===== config.mk =====
export PLATFORM = sky130hd
export DESIGN_NAME = highscore_keeper
export DESIGN_NICKNAME = d
export VERILOG_FILES = /design/src/rtl/highscore_keeper_pkg.sv /design/src/rtl/highscore_keeper_bin2bcd_seq.sv /design/src/rtl/highscore_keeper.sv
export SDC_FILE = /design/constraint.sdc
export NUM_CORES = 1
export LEC_CHECK = 0
export ABC_AREA = 1
export BUFFER_PORTS_ARGS = -buffer_cell sky130_fd_sc_hd__buf_2
export CORE_AREA = 2 2 164 166
export DETAILED_ROUTE_END_ITERATION = 10
export DIE_AREA = 0 0 166 168
export HOLD_SLACK_MARGIN = 0.1
export PLACE_DENSITY = 0.66
export SKIP_LAST_GASP = 1
export SYNTH_ARGS = -nofsm -noshare
export SYNTH_HDL_FRONTEND = slang
export SYNTH_SLANG_ARGS = --single-unit
export TNS_END_PERCENT = 20

===== constraint.sdc =====
create_clock -name clk -period 2.9 [get_ports clk]
set_input_delay 0.725 -clock clk [delete_from_list [all_inputs] [get_ports clk]]
set_output_delay 0.725 -clock clk [all_outputs]
set_load 0.1 [all_outputs]

===== src/rtl/highscore_keeper_pkg.sv =====
// rtl/highscore_keeper_pkg.sv - shared widths, level codes and FSM encodings for highscore_keeper
package highscore_keeper_pkg;

    localparam int HK_SCORE_W        = 14;
    localparam int HK_BCD_DIGITS     = 5;
    localparam int CARD_MAX_NUM_SIZE = 2;
    localparam int NUM_LEVELS        = 3;

    // num_of_cards codes coming from the game setup
    localparam logic [CARD_MAX_NUM_SIZE-1:0] CARD_NUM_EASY   = 2'd0;
    localparam logic [CARD_MAX_NUM_SIZE-1:0] CARD_NUM_NORMAL = 2'd1;
    localparam logic [CARD_MAX_NUM_SIZE-1:0] CARD_NUM_HARD   = 2'd2;

    // record-table indices; LVL_NONE marks a level with no record slot
    localparam logic [1:0] LVL_EASY   = 2'd0;
    localparam logic [1:0] LVL_NORMAL = 2'd1;
    localparam logic [1:0] LVL_HARD   = 2'd2;
    localparam logic [1:0] LVL_NONE   = 2'd3;

    localparam logic [1:0] ST_IDLE    = 2'd0;
    localparam logic [1:0] ST_CONVERT = 2'd1;
    localparam logic [1:0] ST_COMPARE = 2'd2;

    function automatic logic [1:0] decode_level(input logic [CARD_MAX_NUM_SIZE-1:0] n);
        logic [1:0] lvl;
        case (n)
            CARD_NUM_EASY:   lvl = LVL_EASY;
            CARD_NUM_NORMAL: lvl = LVL_NORMAL;
            CARD_NUM_HARD:   lvl = LVL_HARD;
            default:         lvl = LVL_NONE;
        endcase
        return lvl;
    endfunction

endpackage


===== src/rtl/highscore_keeper_bin2bcd_seq.sv =====
// rtl/highscore_keeper_bin2bcd_seq.sv - iterative double-dabble converter, one bit per cycle
module bin2bcd_seq
    import highscore_keeper_pkg::*;
#(
    parameter int W      = HK_SCORE_W,
    parameter int DIGITS = HK_BCD_DIGITS
) (
    input  logic                clk,
    input  logic                rst,
    input  logic                start,
    input  logic [W-1:0]        bin,
    output logic                busy,
    output logic                done,
    output logic [4*DIGITS-1:0] bcd
);

    localparam int BW    = 4 * DIGITS;
    localparam int CNT_W = $clog2(W);

    logic [W-1:0]     bin_q, bin_d;
    logic [BW-1:0]    bcd_q, bcd_d;
    logic [CNT_W-1:0] cnt_q, cnt_d;
    logic             busy_q, busy_d;
    logic [BW-1:0]    adj;
    logic [BW+W-1:0]  shifted;

    // One iteration: add-3 correction on every nibble >= 5, then shift {bcd, bin} left
    always_comb begin
        adj = bcd_q;
        for (int i = 0; i < DIGITS; i++) begin
            if (bcd_q[4*i +: 4] >= 4'd5) begin
                adj[4*i +: 4] = bcd_q[4*i +: 4] + 4'd3;
            end
        end
        shifted = {adj, bin_q} << 1;

        bin_d  = bin_q;
        bcd_d  = bcd_q;
        cnt_d  = cnt_q;
        busy_d = busy_q;
        if (busy_q) begin
            bcd_d = shifted[BW+W-1 -: BW];
            bin_d = shifted[W-1:0];
            cnt_d = cnt_q + 1'b1;
            if (cnt_q == CNT_W'(W - 1)) begin
                busy_d = 1'b0;
                cnt_d  = '0;
            end
        end else if (start) begin
            bin_d  = bin;
            bcd_d  = '0;
            cnt_d  = '0;
            busy_d = 1'b1;
        end
    end

    // Converter state registers
    always_ff @(posedge clk) begin
        if (rst) begin
            bin_q  <= '0;
            bcd_q  <= '0;
            cnt_q  <= '0;
            busy_q <= 1'b0;
        end else begin
            bin_q  <= bin_d;
            bcd_q  <= bcd_d;
            cnt_q  <= cnt_d;
            busy_q <= busy_d;
        end
    end

    // done marks the cycle whose closing edge runs the final iteration; bcd is final after it
    assign done = busy_q && (cnt_q == CNT_W'(W - 1));
    assign busy = busy_q;
    assign bcd  = bcd_q;

endmodule


===== src/rtl/highscore_keeper.sv =====
// rtl/highscore_keeper.sv - end-of-game score to BCD with per-level best-score records
module highscore_keeper
    import highscore_keeper_pkg::*;
#(
    parameter int SCORE_W    = HK_SCORE_W,
    parameter int BCD_DIGITS = HK_BCD_DIGITS
) (
    input  logic                         clk,
    input  logic                         rst,
    input  logic                         points_valid,
    input  logic [SCORE_W-1:0]           points,
    input  logic [CARD_MAX_NUM_SIZE-1:0] num_of_cards,
    input  logic                         clear_records,
    output logic [4*BCD_DIGITS-1:0]      score_bcd,
    output logic [4*BCD_DIGITS-1:0]      best_bcd,
    output logic                         new_record,
    output logic                         busy,
    output logic                         done
);

    localparam int BW = 4 * BCD_DIGITS;

    logic [1:0]                           state_q, state_d;
    logic [SCORE_W-1:0]                   score_q, score_d;
    logic [CARD_MAX_NUM_SIZE-1:0]         level_q, level_d;
    logic [NUM_LEVELS-1:0][SCORE_W-1:0]   best_bin_q, best_bin_d;
    logic [NUM_LEVELS-1:0][BW-1:0]        best_bcd_q, best_bcd_d;
    logic [BW-1:0]                        score_bcd_q, score_bcd_d;
    logic [BW-1:0]                        best_out_q, best_out_d;
    logic                                 new_record_q, new_record_d;
    logic                                 done_q, done_d;

    logic                                 conv_start;
    logic                                 conv_busy;
    logic                                 conv_done;
    logic [BW-1:0]                        conv_bcd;
    logic [1:0]                           lvl;

    bin2bcd_seq #(
        .W      (SCORE_W),
        .DIGITS (BCD_DIGITS)
    ) u_bin2bcd (
        .clk   (clk),
        .rst   (rst),
        .start (conv_start),
        .bin   (points),
        .busy  (conv_busy),
        .done  (conv_done),
        .bcd   (conv_bcd)
    );

    assign lvl = decode_level(level_q);

    // FSM shell: accept a score, wait for the converter, then compare and publish
    always_comb begin
        state_d      = state_q;
        score_d      = score_q;
        level_d      = level_q;
        best_bin_d   = best_bin_q;
        best_bcd_d   = best_bcd_q;
        score_bcd_d  = score_bcd_q;
        best_out_d   = best_out_q;
        new_record_d = new_record_q;
        done_d       = 1'b0;
        conv_start   = 1'b0;

        case (state_q)
            ST_IDLE: begin
                if (points_valid) begin
                    score_d    = points;
                    level_d    = num_of_cards;
                    conv_start = 1'b1;
                    state_d    = ST_CONVERT;
                end else if (clear_records) begin
                    best_bin_d = '0;
                    best_bcd_d = '0;
                end
            end
            ST_CONVERT: begin
                // a converter that is no longer busy also ends the wait, so the FSM cannot stall
                if (conv_done || !conv_busy) begin
                    state_d = ST_COMPARE;
                end
            end
            ST_COMPARE: begin
                new_record_d = 1'b0;
                best_out_d   = '0;
                for (int i = 0; i < NUM_LEVELS; i++) begin
                    if (lvl == i[1:0]) begin
                        if (score_q > best_bin_q[i]) begin
                            best_bin_d[i] = score_q;
                            best_bcd_d[i] = conv_bcd;
                            best_out_d    = conv_bcd;
                            new_record_d  = 1'b1;
                        end else begin
                            best_out_d    = best_bcd_q[i];
                        end
                    end
                end
                score_bcd_d = conv_bcd;
                done_d      = 1'b1;
                state_d     = ST_IDLE;
            end
            default: state_d = ST_IDLE;
        endcase
    end

    // Control, record and output registers
    always_ff @(posedge clk) begin
        if (rst) begin
            state_q      <= ST_IDLE;
            score_q      <= '0;
            level_q      <= '0;
            best_bin_q   <= '0;
            best_bcd_q   <= '0;
            score_bcd_q  <= '0;
            best_out_q   <= '0;
            new_record_q <= 1'b0;
            done_q       <= 1'b0;
        end else begin
            state_q      <= state_d;
            score_q      <= score_d;
            level_q      <= level_d;
            best_bin_q   <= best_bin_d;
            best_bcd_q   <= best_bcd_d;
            score_bcd_q  <= score_bcd_d;
            best_out_q   <= best_out_d;
            new_record_q <= new_record_d;
            done_q       <= done_d;
        end
    end

    assign score_bcd  = score_bcd_q;
    assign best_bcd   = best_out_q;
    assign new_record = new_record_q;
    assign done       = done_q;
    assign busy       = (state_q != ST_IDLE);

endmodule


# Yosys cells after proc, flatten, opt, wreduce, memory -nomap -nowiden
# Cells that the tools add are included.
dict set report totals {
  regBits 201
  wordCells 116
  in_bits 20
}
dict set report classes {
  n_addsub 6
  mux 49
  n_eq_ne 17
  n_lt_le_gt_ge 8
  n_reduce_logical 18
}
# cell count
set op_table {}
lappend op_table {{$mux W20} 11}
lappend op_table {{$mux W60} 2}
lappend op_table {{$pmux W60 S2} 1}
lappend op_table {{$mux W14} 8}
lappend op_table {{$mux W42} 2}
lappend op_table {{$pmux W42 S2} 1}
lappend op_table {{$gt A14 B14 Y1} 3}
lappend op_table {{$mux W4} 7}
lappend op_table {{$ge A4 B3 Y1 const B} 5}
lappend op_table {{$ne A2 B2 Y1 const B} 10}
lappend op_table {{$add A4 B2 Y4 const B} 4}
lappend op_table {{$reduce_and A5 Y1} 3}
lappend op_table {{$mux W1} 12}
lappend op_table {{$reduce_and A4 Y1} 3}
lappend op_table {{$eq A2 B1 Y1 const B} 3}
lappend op_table {{$eq A2 B2 Y1 const B} 3}
lappend op_table {{$logic_not A2 Y1} 3}
lappend op_table {{$pmux W2 S3} 1}
lappend op_table {{$reduce_bool A2 Y1} 3}
lappend op_table {{$add A4 B1 Y4 const B} 1}
lappend op_table {{$eq A4 B4 Y1 const B} 1}
lappend op_table {{$mux W2} 2}
lappend op_table {{$pmux W2 S2} 1}
lappend op_table {{$reduce_and A2 Y1} 2}
lappend op_table {{6 further kinds} 6}

# Logic depth before layout (Yosys ltp)
# Gate-level depths: netlist of run 1.
dict set report depth {
  depth_word 8
  mapped_depth 16
}

# By module
# A second synthesis of run 1 with hierarchy kept.
dict set report unflattened {
  hier_cells 1513
  area_unflattened_um2 10541.4
}
# module cells_each area_each_um2 seq_area_each_um2 instances
set modules_own_cells {}
lappend modules_own_cells {highscore_keeper 1208 8324.2 3243.1 1}
lappend modules_own_cells {bin2bcd_seq 305 2217.1 780.7 1}

# Worst setup path after synthesis of run 1
# Ideal clock, no wire load.
dict set report synth_path {
  path_kind {register to register}
  start {reg score_q[13]}
  end {reg best_bcd_q[50] (netlist name)}
  setup_slack_ns 1.107
  required_ns 2.772
  setup_ns 0.128
  t_arrival_ns 1.665
  stages_incl_launch_ff 12
  path_cell_list {dfxtp_1 ha_1 nand2_1 nor2_2 inv_2 nor2_2 nand4_2 clkbuf_1 a21oi_1 nor2_1 a21oi_1 nor2_1}
}
dict set report synth_via {
  elab_chain_cells 4
}
# item line_no
set synth_lines {}
lappend synth_lines {{start: declaration} highscore_keeper.sv:24} ;# logic [SCORE_W-1:0] score_q, score_d;
lappend synth_lines {{start signal: assignment} highscore_keeper.sv:122} ;# score_q <= score_d;
lappend synth_lines {{$gt A14 B14 Y1} highscore_keeper.sv:90} ;# if (score_q > best_bin_q[i]) begin
lappend synth_lines {{$mux W20 (2 in series)} --}
lappend synth_lines {{$pmux W60 S2} --}
lappend synth_lines {{end signal: assignment} highscore_keeper.sv:125} ;# best_bcd_q <= best_bcd_d;
lappend synth_lines {{end: declaration} highscore_keeper.sv:27} ;# logic [NUM_LEVELS-1:0][BW-1:0] best_bcd_q, best_bcd_d;
# Every way passes these cells. The select of a mux whose other input is x is not followed.
# A chain may end at the register's enable or synchronous reset.

# Final worst setup path of run 1
dict set report layout_path {
  start {reg u_bin2bcd.busy_q (netlist: u_bin2bcd.busy)}
  end {reg u_bin2bcd.bin_q[11]}
}
dict set report layout_via {
  elab_chain_cells 1
  word_cells_on_any_way 2
  cone_classes {mux (1); reduce/logical (1)}
}
# item line_no
set layout_lines {}
lappend layout_lines {{start: declaration} highscore_keeper_bin2bcd_seq.sv:23} ;# logic busy_q, busy_d;
lappend layout_lines {{start signal: assignment} highscore_keeper_bin2bcd_seq.sv:68} ;# busy_q <= busy_d;
lappend layout_lines {{$mux W14 / $reduce_bool A2 Y1 (equally long branches)} --}
lappend layout_lines {{end signal: assignment} highscore_keeper_bin2bcd_seq.sv:65} ;# bin_q <= bin_d;
lappend layout_lines {{end: declaration} highscore_keeper_bin2bcd_seq.sv:20} ;# logic [W-1:0] bin_q, bin_d;
# Several ways; a longest one is shown, not always the timed one.

==> flow_metrics.env, run 1 <==
export IMPL_share_of_power_burned_in_registers_pct=37.7
export IMPL_place_detailed_hpwl_um=17810
export IMPL_tritoncts_num_sinks=201
export IMPL_routed_wire_length_per_instance_um=14.69
export IMPL_worstRegToRegCells=5
export IMPL_worst_ir_drop_vdd_mv=0.4282
export IMPL_power_per_cell_area_nw_per_um2=676.3
export IMPL_dpl_cell_area_um2=10830
export IMPL_setup_viol_count_final=0
export IMPL_placed_cells=1833
export IMPL_worst_path_most_repeated_cell="sky130_fd_sc_hd__o21ai_0"
export IMPL_end_kind="flop"
export IMPL_final_hold_viol_count=0
export IMPL_cts_buffers_inserted=23
export IMPL_stdcell_area_um2=11620
export IMPL_synthDistinctLibCells=37
export IMPL_reg2reg_from="u_bin2bcd.busy$_SDFF_PP0_"
export IMPL_layout_filler_cells=2675
export IMPL_critical_path_max_fanout=27
export IMPL_grt_start_max_net_pins=116
export IMPL_min_period_ps=2323
export IMPL_placeableCoreArea_um2=26350
export IMPL_crit_path_cells="clkinv_1 > nand2_1 > o21ai_0 > o21ai_0 > inv_1"
export IMPL_antenna_cells=0
export IMPL_grt_pass1_wl_um=45770
export IMPL_outcome="complete, no violations"
export IMPL_clock_path_buffers=3
export IMPL_detailroute_via_count=9621
export IMPL_grt_antenna_before_repair=0
export IMPL_power_switching_w=0.002609
export IMPL_max_slew_worst_pin_slew_ps=846.1
export IMPL_switching_share_pct=33.20
export IMPL_cts_root_buffer="sky130_fd_sc_hd__clkbuf_16"
export IMPL_drt_wl_total_um=27540
export IMPL_synth_top_cells_by_area="sky130_fd_sc_hd__dfxtp_1 (39%), sky130_fd_sc_hd__a21oi_1 (10%), sky130_fd_sc_hd__nand2_1 (10%)"
export IMPL_commonest_cells_after_routing_fill_and_taps_aside="sky130_fd_sc_hd__nand2_1 (273), sky130_fd_sc_hd__a21oi_1 (208), sky130_fd_sc_hd__dfxtp_1 (201)"
export IMPL_clkLatencyLatePin_ps=510
export IMPL_power_leakage_nw=4.967
export IMPL_logic_pwr_share_pct=24.1
export IMPL_fp_row_count=60
export IMPL_timing_critical_path_required_ps=3290
export IMPL_final_max_slew_violation_count=0
export IMPL_placer_congestion=0.8295
export IMPL_worst_hold_path_num_cells=2
export IMPL_end_of_the_worst_register_to_register_path="u_bin2bcd.bin_q[11]$_SDFFE_PP0P_"
export IMPL_cts_hold_buffers=0
export IMPL_cts_post_setup_buffers_inserted=0
export IMPL_crit_family="buffers and inverters"
export IMPL_critPathMaxStageDelay_ps=830
export IMPL_cts_resized=0
export IMPL_cts_tree="done"
export IMPL_setup_worst_path_class="reg2reg"
export IMPL_first_global_vias=9056
export IMPL_fmax_mhz=430.5
export IMPL_ys_seq_elements=201
export IMPL_syn_area_per_cell_um2=6.892
export IMPL_drt_iter0_markers=924
export IMPL_cts_htree_levels=1
export IMPL_critical_path_buf_inv_count=2
export IMPL_timing_critical_path_slowest_stage_cell="sky130_fd_sc_hd__clkinv_1"
export IMPL_slew_limit_headroom_pct=43.24
export IMPL_synth_top_area_cell="sky130_fd_sc_hd__dfxtp_1"
export IMPL_p_clk_share_pct=38.2
export IMPL_fp_dieArea_um2=27890
export IMPL_layout_cell_share_with_drive_strength_beyond_1_pct=10.89
export IMPL_setup_repair_after_global_routing_missed_its_margin="no"
export IMPL_fin_skew_ps=11.08
export IMPL_grt_overflow_total=0
export IMPL_final_min_period_over_clock_period_pct=80.11
export IMPL_final_net_count=1591
export IMPL_dieHeight_um=168
export IMPL_mostFrequentLayoutCell="sky130_fd_sc_hd__nand2_1"
export IMPL_synthesis_yosys_warnings=0
export IMPL_power_internal_w=0.005248
export IMPL_critical_path_depth=5
export IMPL_port_buffers=62
export IMPL_fin_setup_tns_ps=0
export IMPL_ff2ff_setup_slack_ps=580
export IMPL_worstHoldPathType="reg2reg"
export IMPL_instances_no_fill=1874
export IMPL_timing_max_cap_violations=0
export IMPL_die_w_um=166
export IMPL_ant_nets=0
export IMPL_cts_reportedPaths_clkPinSlew_ps=60
export IMPL_syn_area_um2=10280
export IMPL_worstHoldStart="best_bin_q[31]$_SDFFE_PP0P_"
export IMPL_synth_seq_area_share_pct=39.13
export IMPL_startpoint_type="flop"
export IMPL_cp_arrival_ps=2720
export IMPL_post_synth_top_area_fraction_pct=39.13
export IMPL_drc=0
export IMPL_drt_pass1_iterations=6
export IMPL_vias_per_cell=5.134
export IMPL_hold_end="best_bin_q[31]$_SDFFE_PP0P_"
export IMPL_initial_cell_density_of_the_core_pct=39.02
export IMPL_globalRouteTotalUtil_pct=19.59
export IMPL_syn_instance_count=1492
export IMPL_synth_nets=1566
export IMPL_synthToLayoutAreaGrowth_pct=12.98
export IMPL_floorplan_io_pins=63
-- sequential cells by signal (all words and copies together), names as in the netlist --
name and count:
done 1, u_bin2bcd.bcd 20, best_bin_q 42, state_q 2, best_bcd_q 60, score_bcd 20
new_record 1, u_bin2bcd.cnt_q 4, score_q 14, level_q 2, u_bin2bcd.bin_q 14, u_bin2bcd.busy 1
best_bcd 20
-- Yosys cell counts, drive strengths merged --
| master | n |
|---|---|
| a31oi | 1 |
| nand2 | 282 |
| nand3 | 162 |
| nor3 | 4 |
| o211ai | 3 |
| o22ai | 4 |
| a21oi | 211 |
| dfxtp | 201 |
| o21ai | 91 |
| ha | 54 |
| clkinv | 2 |
| o311ai | 3 |
| o21bai | 1 |
| a32oi | 1 |
| nor2 | 156 |
| or2 | 1 |
| xor2 | 1 |
| a211oi | 4 |
| clkbuf | 49 |
| inv | 196 |
| nand4 | 26 |
| buf | 39 |
-- area by class of cell --
| type | instances | area [um^2] | share of cell area, % |
|---|---|---|---|
| multi-input cells | 1005 | 5114 | 44.02 |
| flip-flops and latches | 201 | 4024 | 34.64 |
| inverters | 198 | 743.2 | 6.397 |
| clock buffers | 33 | 693.2 | 5.967 |
| repair buffers | 88 | 520.5 | 4.480 |
| well taps | 341 | 426.7 | 3.673 |
| clock inverters | 8 | 96.34 | 0.8293 |
-- worst register-to-register path: stages, from the launching register on --
cell	delay, ps
sky130_fd_sc_hd__dfxtp_1	640
sky130_fd_sc_hd__clkinv_1	830
sky130_fd_sc_hd__nand2_1	410
sky130_fd_sc_hd__o21ai_0	120
sky130_fd_sc_hd__o21ai_0	160
sky130_fd_sc_hd__inv_1	50
-- per-layer routing --
layer  GRT usage [%]  vias to the layer above  share of wire (%)
li1                -                     4907                  -
met1           26.69                     4402                 46
met2           32.33                      272                 45
met3           3.197                       40                6.7
met4           5.180                        0                1.8
met5               0                        -                  0
-- power groups by stage --
stage	logic [W]	registers, W	clock network (W)
final	0.00189	0.00296	0.00300
after detailed placement	0.00188	0.00302	0
after CTS	0.00189	0.00296	0.00305
after floorplan	0.00133	0.00318	0
after global routing	0.00213	0.00297	0.00317
after global placement	0.00184	0.00302	0
-- worst max-delay path by stage --
stage               slack, ps                               end                       from
finish                    580  u_bin2bcd.bin_q[11]$_SDFFE_PP0P_  u_bin2bcd.busy$_SDFF_PP0_
global route              280  u_bin2bcd.bin_q[13]$_SDFFE_PP0P_  u_bin2bcd.busy$_SDFF_PP0_
CTS                       580  u_bin2bcd.bin_q[11]$_SDFFE_PP0P_  u_bin2bcd.busy$_SDFF_PP0_
detailed placement        590  u_bin2bcd.bin_q[11]$_SDFFE_PP0P_  u_bin2bcd.busy$_SDFF_PP0_
global placement          660        best_bin_q[9]$_SDFFE_PP0P_    score_q[5]$_SDFFE_PP0P_
floorplan                1110       best_bcd_q[50]$_SDFFE_PP0P_   score_q[13]$_SDFFE_PP0P_
-- cells by family (layout without fill, tap and decap cells) --
group	count (synthesis)	in the layout	synth area share, %
AND/OR/NAND/NOR	631	631	26.77
AO/OA/AOI/OAI	319	319	16.26
buffers and inverters	286	327	11.18
flip-flops	201	201	39.13
adder cells (fa/ha/maj)	54	54	6.571
XOR/XNOR	1	1	0.08519
-- through the flow --
step / hold WS [ps] / utilization, % / power [W] / setup slack [ps]
after global placement: 446.5 / 41.09 / 0.004858 / 661.1
final: 455.3 / 44.09 / 0.007857 / 577.0
after CTS: 458.1 / 44.09 / 0.007898 / 580.6
after global routing: 475.0 / 44.09 / 0.008274 / 282.7
after detailed placement: 449.1 / 41.09 / 0.004900 / 589.8
after floorplan: 433.1 / - / 0.004504 / 1107
No activity file was read; power rests on OpenSTA's default activity.
==> inputs of run 2 (changes only) <==
ABC_AREA = 0   (was 1)
CORE_AREA = 2 2 163 165   (was 2 2 164 166)
DIE_AREA = 0 0 165 167   (was 0 0 166 168)
clock period = 2.4 ns   (was 2.9 ns; I/O delays follow)
==> run 2 against run 1 <==
Compared with the run above: the run now ends with setup timing left; non-clock buffer count up 67; utilization is 4.9 points higher; sequential share of layout area down 2.7 points; first-iteration DRC count shrank 12%; setup slack worse by 830 ps; count of clock-buffer cells in the layout fell by 4; design area rose by 8.7%; final cell count shrank 9.1%; sequential power rose by 16%; global-route usage up 2.0 points; synthesized cell count fell by 14%; synthesized area is 0.89% lower; critical path type unchanged; critical endpoint is now best_bcd[7]$_SDFFE_PP0P_; highest routed layer unchanged.
==> flow_metrics.env, run 2 <==
export IMPL_outcome="finished with violations"
export IMPL_violations="setup timing"
export IMPL_commonest_cells_after_routing_fill_and_taps_aside="sky130_fd_sc_hd__nand2_1 (250), sky130_fd_sc_hd__dfxtp_1 (195), sky130_fd_sc_hd__a21oi_1 (167)"
export IMPL_tritoncts_num_sinks=201
export IMPL_critPathMaxStageDelay_ps=380
export IMPL_largest_register_ff_count=60
export IMPL_antenna_cells=0
export IMPL_most_frequent_cells_after_synthesis="sky130_fd_sc_hd__nand2_1 (256), sky130_fd_sc_hd__dfxtp_1 (201), sky130_fd_sc_hd__a21oi_1 (178), sky130_fd_sc_hd__nand3_1 (88), sky130_fd_sc_hd__clkbuf_1 (81)"
export IMPL_biggestRegsByFlops="best_bcd_q (60), best_bin_q (42)"
export IMPL_cts_root_buffer="sky130_fd_sc_hd__clkbuf_16"
export IMPL_synthToLayoutAreaGrowth_pct=23.88
export IMPL_power_internal_w=0.006220
export IMPL_timing_max_cap_violations=0
export IMPL_fmax_mhz=376.8
export IMPL_routed_wire_length_per_instance_um=18.00
export IMPL_fp_row_count=59
export IMPL_floorplan_io_pins=63
export IMPL_drt_iter0_markers=810
export IMPL_synthFlopType="sky130_fd_sc_hd__dfxtp_1"
export IMPL_final_hold_viol_count=0
export IMPL_synthMostInstantiatedCell="sky130_fd_sc_hd__nand2_1"
export IMPL_drt_pass1_iterations=5
export IMPL_first_global_vias=8710
export IMPL_power_per_cell_area_nw_per_um2=684.3
export IMPL_place_detailed_hpwl_um=18300
export IMPL_cts_htree_levels=1
export IMPL_clock_path_buffers=3
export IMPL_synth_nets=1357
export IMPL_setup_repair_after_global_routing_missed_its_margin="yes"
export IMPL_startpoint_type="flop"
export IMPL_synthesis_yosys_warnings=0
export IMPL_drc=0
export IMPL_critical_path_max_fanout=8
export IMPL_synthDistinctLibCells=56
export IMPL_stdcell_area_um2=12620
export IMPL_worst_ir_drop_vdd_mv=0.5219
export IMPL_synth_seq_area_share_pct=39.48
export IMPL_port_buffers=62
export IMPL_synth_top_area_cell="sky130_fd_sc_hd__dfxtp_1"
export IMPL_max_slew_worst_pin_slew_ps=940.3
export IMPL_end_kind="flop"
export IMPL_syn_area_per_cell_um2=7.943
export IMPL_ant_nets=0
export IMPL_share_of_power_burned_in_registers_pct=39.6
export IMPL_grt_antenna_before_repair=0
export IMPL_fp_dieArea_um2=27560
export IMPL_mostFrequentLayoutCell="sky130_fd_sc_hd__nand2_1"
export IMPL_detailroute_via_count=9426
export IMPL_layout_cell_share_with_drive_strength_beyond_1_pct=19.37
export IMPL_placer_congestion=0.8254
export IMPL_timing_critical_path_slowest_stage_cell="sky130_fd_sc_hd__a2111o_1"
export IMPL_die_w_um=165
export IMPL_worstHoldPathType="in2reg"
export IMPL_cts_reportedPaths_clkPinSlew_ps=60
export IMPL_logic_pwr_share_pct=20.1
export IMPL_cp_arrival_ps=3060
export IMPL_setup_viol_count_final=74
export IMPL_min_period_ps=2654
export IMPL_grt_start_max_net_pins=89
export IMPL_setup_worst_path_class="reg2reg"
export IMPL_clkLatencyLatePin_ps=520
export IMPL_ys_seq_elements=201
export IMPL_synth_top_cells_by_area="sky130_fd_sc_hd__dfxtp_1 (39%), sky130_fd_sc_hd__nand2_1 (9.4%), sky130_fd_sc_hd__a21oi_1 (8.7%)"
export IMPL_placeableCoreArea_um2=25760
export IMPL_asyncSetResetFlopFracSynth_pct=0
export IMPL_slew_limit_headroom_pct=36.85
export IMPL_critical_path_buf_inv_count=4
export IMPL_cts_tree="done"
export IMPL_dpl_cell_area_um2=11140
export IMPL_layout_setup_ws_ps=-253.7
export IMPL_cts_hold_buffers=0
export IMPL_dieHeight_um=167
export IMPL_cts_buffers_inserted=22
export IMPL_timing_hold_ws_ps=328.1
export IMPL_syn_area_um2=10190
export IMPL_p_clk_share_pct=40.3
export IMPL_initial_cell_density_of_the_core_pct=39.56
export IMPL_final_max_slew_violation_count=0
export IMPL_synth_edff_count=0
export IMPL_power_leakage_nw=4.678
export IMPL_fin_setup_tns_ps=-10830
export IMPL_fin_skew_ps=18.87
export IMPL_crit_family="simple AND/OR/NAND/NOR gates"
export IMPL_grt_overflow_total=0
export IMPL_globalRouteTotalUtil_pct=21.59
export IMPL_timing_critical_path_required_ps=2810
export IMPL_grt_pass1_wl_um=48020
export IMPL_power_switching_w=0.002419
export IMPL_drt_wl_total_um=30650
export IMPL_final_net_count=1426
export IMPL_design_power_total_w=0.008640
export IMPL_syn_instance_count=1283
export IMPL_largest_register="best_bcd_q"
export IMPL_vias_per_cell=5.535
export IMPL_final_min_period_over_clock_period_pct=110.6
export IMPL_crit_path_cells="buf_6 > ha_4 > nand4_1 > nor3_4 > buf_4 > and4_4 > a21oi_4 > buf_12 > clkbuf_16 > mux2i_1 > a2111o_1"
export IMPL_switching_share_pct=28.00
export IMPL_post_synth_top_area_fraction_pct=39.48
==> run 2: changes by cell type after synthesis, moves of 26 or more <==
| cell | change |
|---|---|
| sky130_fd_sc_hd__a21oi_1 | -30 |
| sky130_fd_sc_hd__clkbuf_1 | +32 |
| sky130_fd_sc_hd__inv_1 | -132 |
| sky130_fd_sc_hd__mux2i_1 | +47 |
| sky130_fd_sc_hd__nand3_1 | -74 |
| sky130_fd_sc_hd__nor2_1 | -100 |
| sky130_fd_sc_hd__o21ai_0 | -42 |
| sky130_fd_sc_hd__or4_1 | +26 |
==> run 2: final timing paths <==
path                                                  from  slack, ps                          to  cells after the start
worst max register to register    score_q[12]$_SDFFE_PP0P_       -250    best_bcd[7]$_SDFFE_PP0P_                     11
worst min-delay path                       num_of_cards[1]        330     level_q[1]$_SDFFE_PP0P_                      3
worst min register to register  score_bcd[13]$_SDFFE_PP0P_        450  score_bcd[13]$_SDFFE_PP0P_                      2
worst max-delay path              score_q[12]$_SDFFE_PP0P_       -250    best_bcd[7]$_SDFFE_PP0P_                     11
==> run 2: cell type report <==
| type | count | area (um^2) |
|---|---|---|
| Clock buffer | 29 | 626.9 |
| Clock inverter | 11 | 118.9 |
| Fill cell | 2405 | 13140 |
| Inverter | 56 | 210.2 |
| Multi-Input combinational cell | 916 | 5808 |
| Sequential cell | 201 | 4031 |
| Tap cell | 335 | 419.2 |
| Timing Repair Buffer | 155 | 1410 |
==> run 2: metrics by stage <==
step,std cells,worst slack (ps),utilization (%)
6_report,1703,-253.7,49.00
5_1_grt,1703,-301.1,49.00
4_1_cts,1691,-78.72,48.17
3_5_place_dp,1636,-394.1,43.24
3_3_place_gp,1636,-334.9,43.24
2_1_floorplan,1283,144.1,-
==> run 2: worst min-delay path: stages <==
cell and delay [ps]:
sky130_fd_sc_hd__buf_2 100, sky130_fd_sc_hd__nand2_1 40, sky130_fd_sc_hd__a21oi_1 50
==> run 2: power by group through the flow <==
stage / registers (W) / logic (W) / clock network [W]
floorplan: 0.00350 / 0.000803 / 0
global placement: 0.00349 / 0.00126 / 0
detailed placement: 0.00349 / 0.00127 / 0
CTS: 0.00342 / 0.00152 / 0.00353
global route: 0.00343 / 0.00183 / 0.00368
finish: 0.00342 / 0.00174 / 0.00348
==> run 2: cell families after synthesis <==
group,share of synthesized area [%]
AO/OA/AOI/OAI,17.84
XOR/XNOR,0.5156
adder cells (fa/ha/maj),6.630
buffers and inverters,6.630
flip-flops,39.48
multiplexers,5.500
AND/OR/NAND/NOR,23.40
==> run 2: per-layer routing <==
layer / GRT usage [%] / routed length, um / share of wire (%)
met5: 0 / 0 / 0
met4: 5.747 / 649 / 2.1
met3: 4.184 / 2093 / 6.8
met2: 33.51 / 13910 / 45
met1: 30.54 / 14000 / 46
==> run 2: what timing repair did <==
| item | CTS | global route |
|---|---|---|
| pin swaps | 10 | 14 |
| endpoints found under the setup margin | 102 | 119 |
| gates resized for setup | 50 | 20 |
| buffers inserted | 11 | 11 |
| cloned | 4 | 3 |
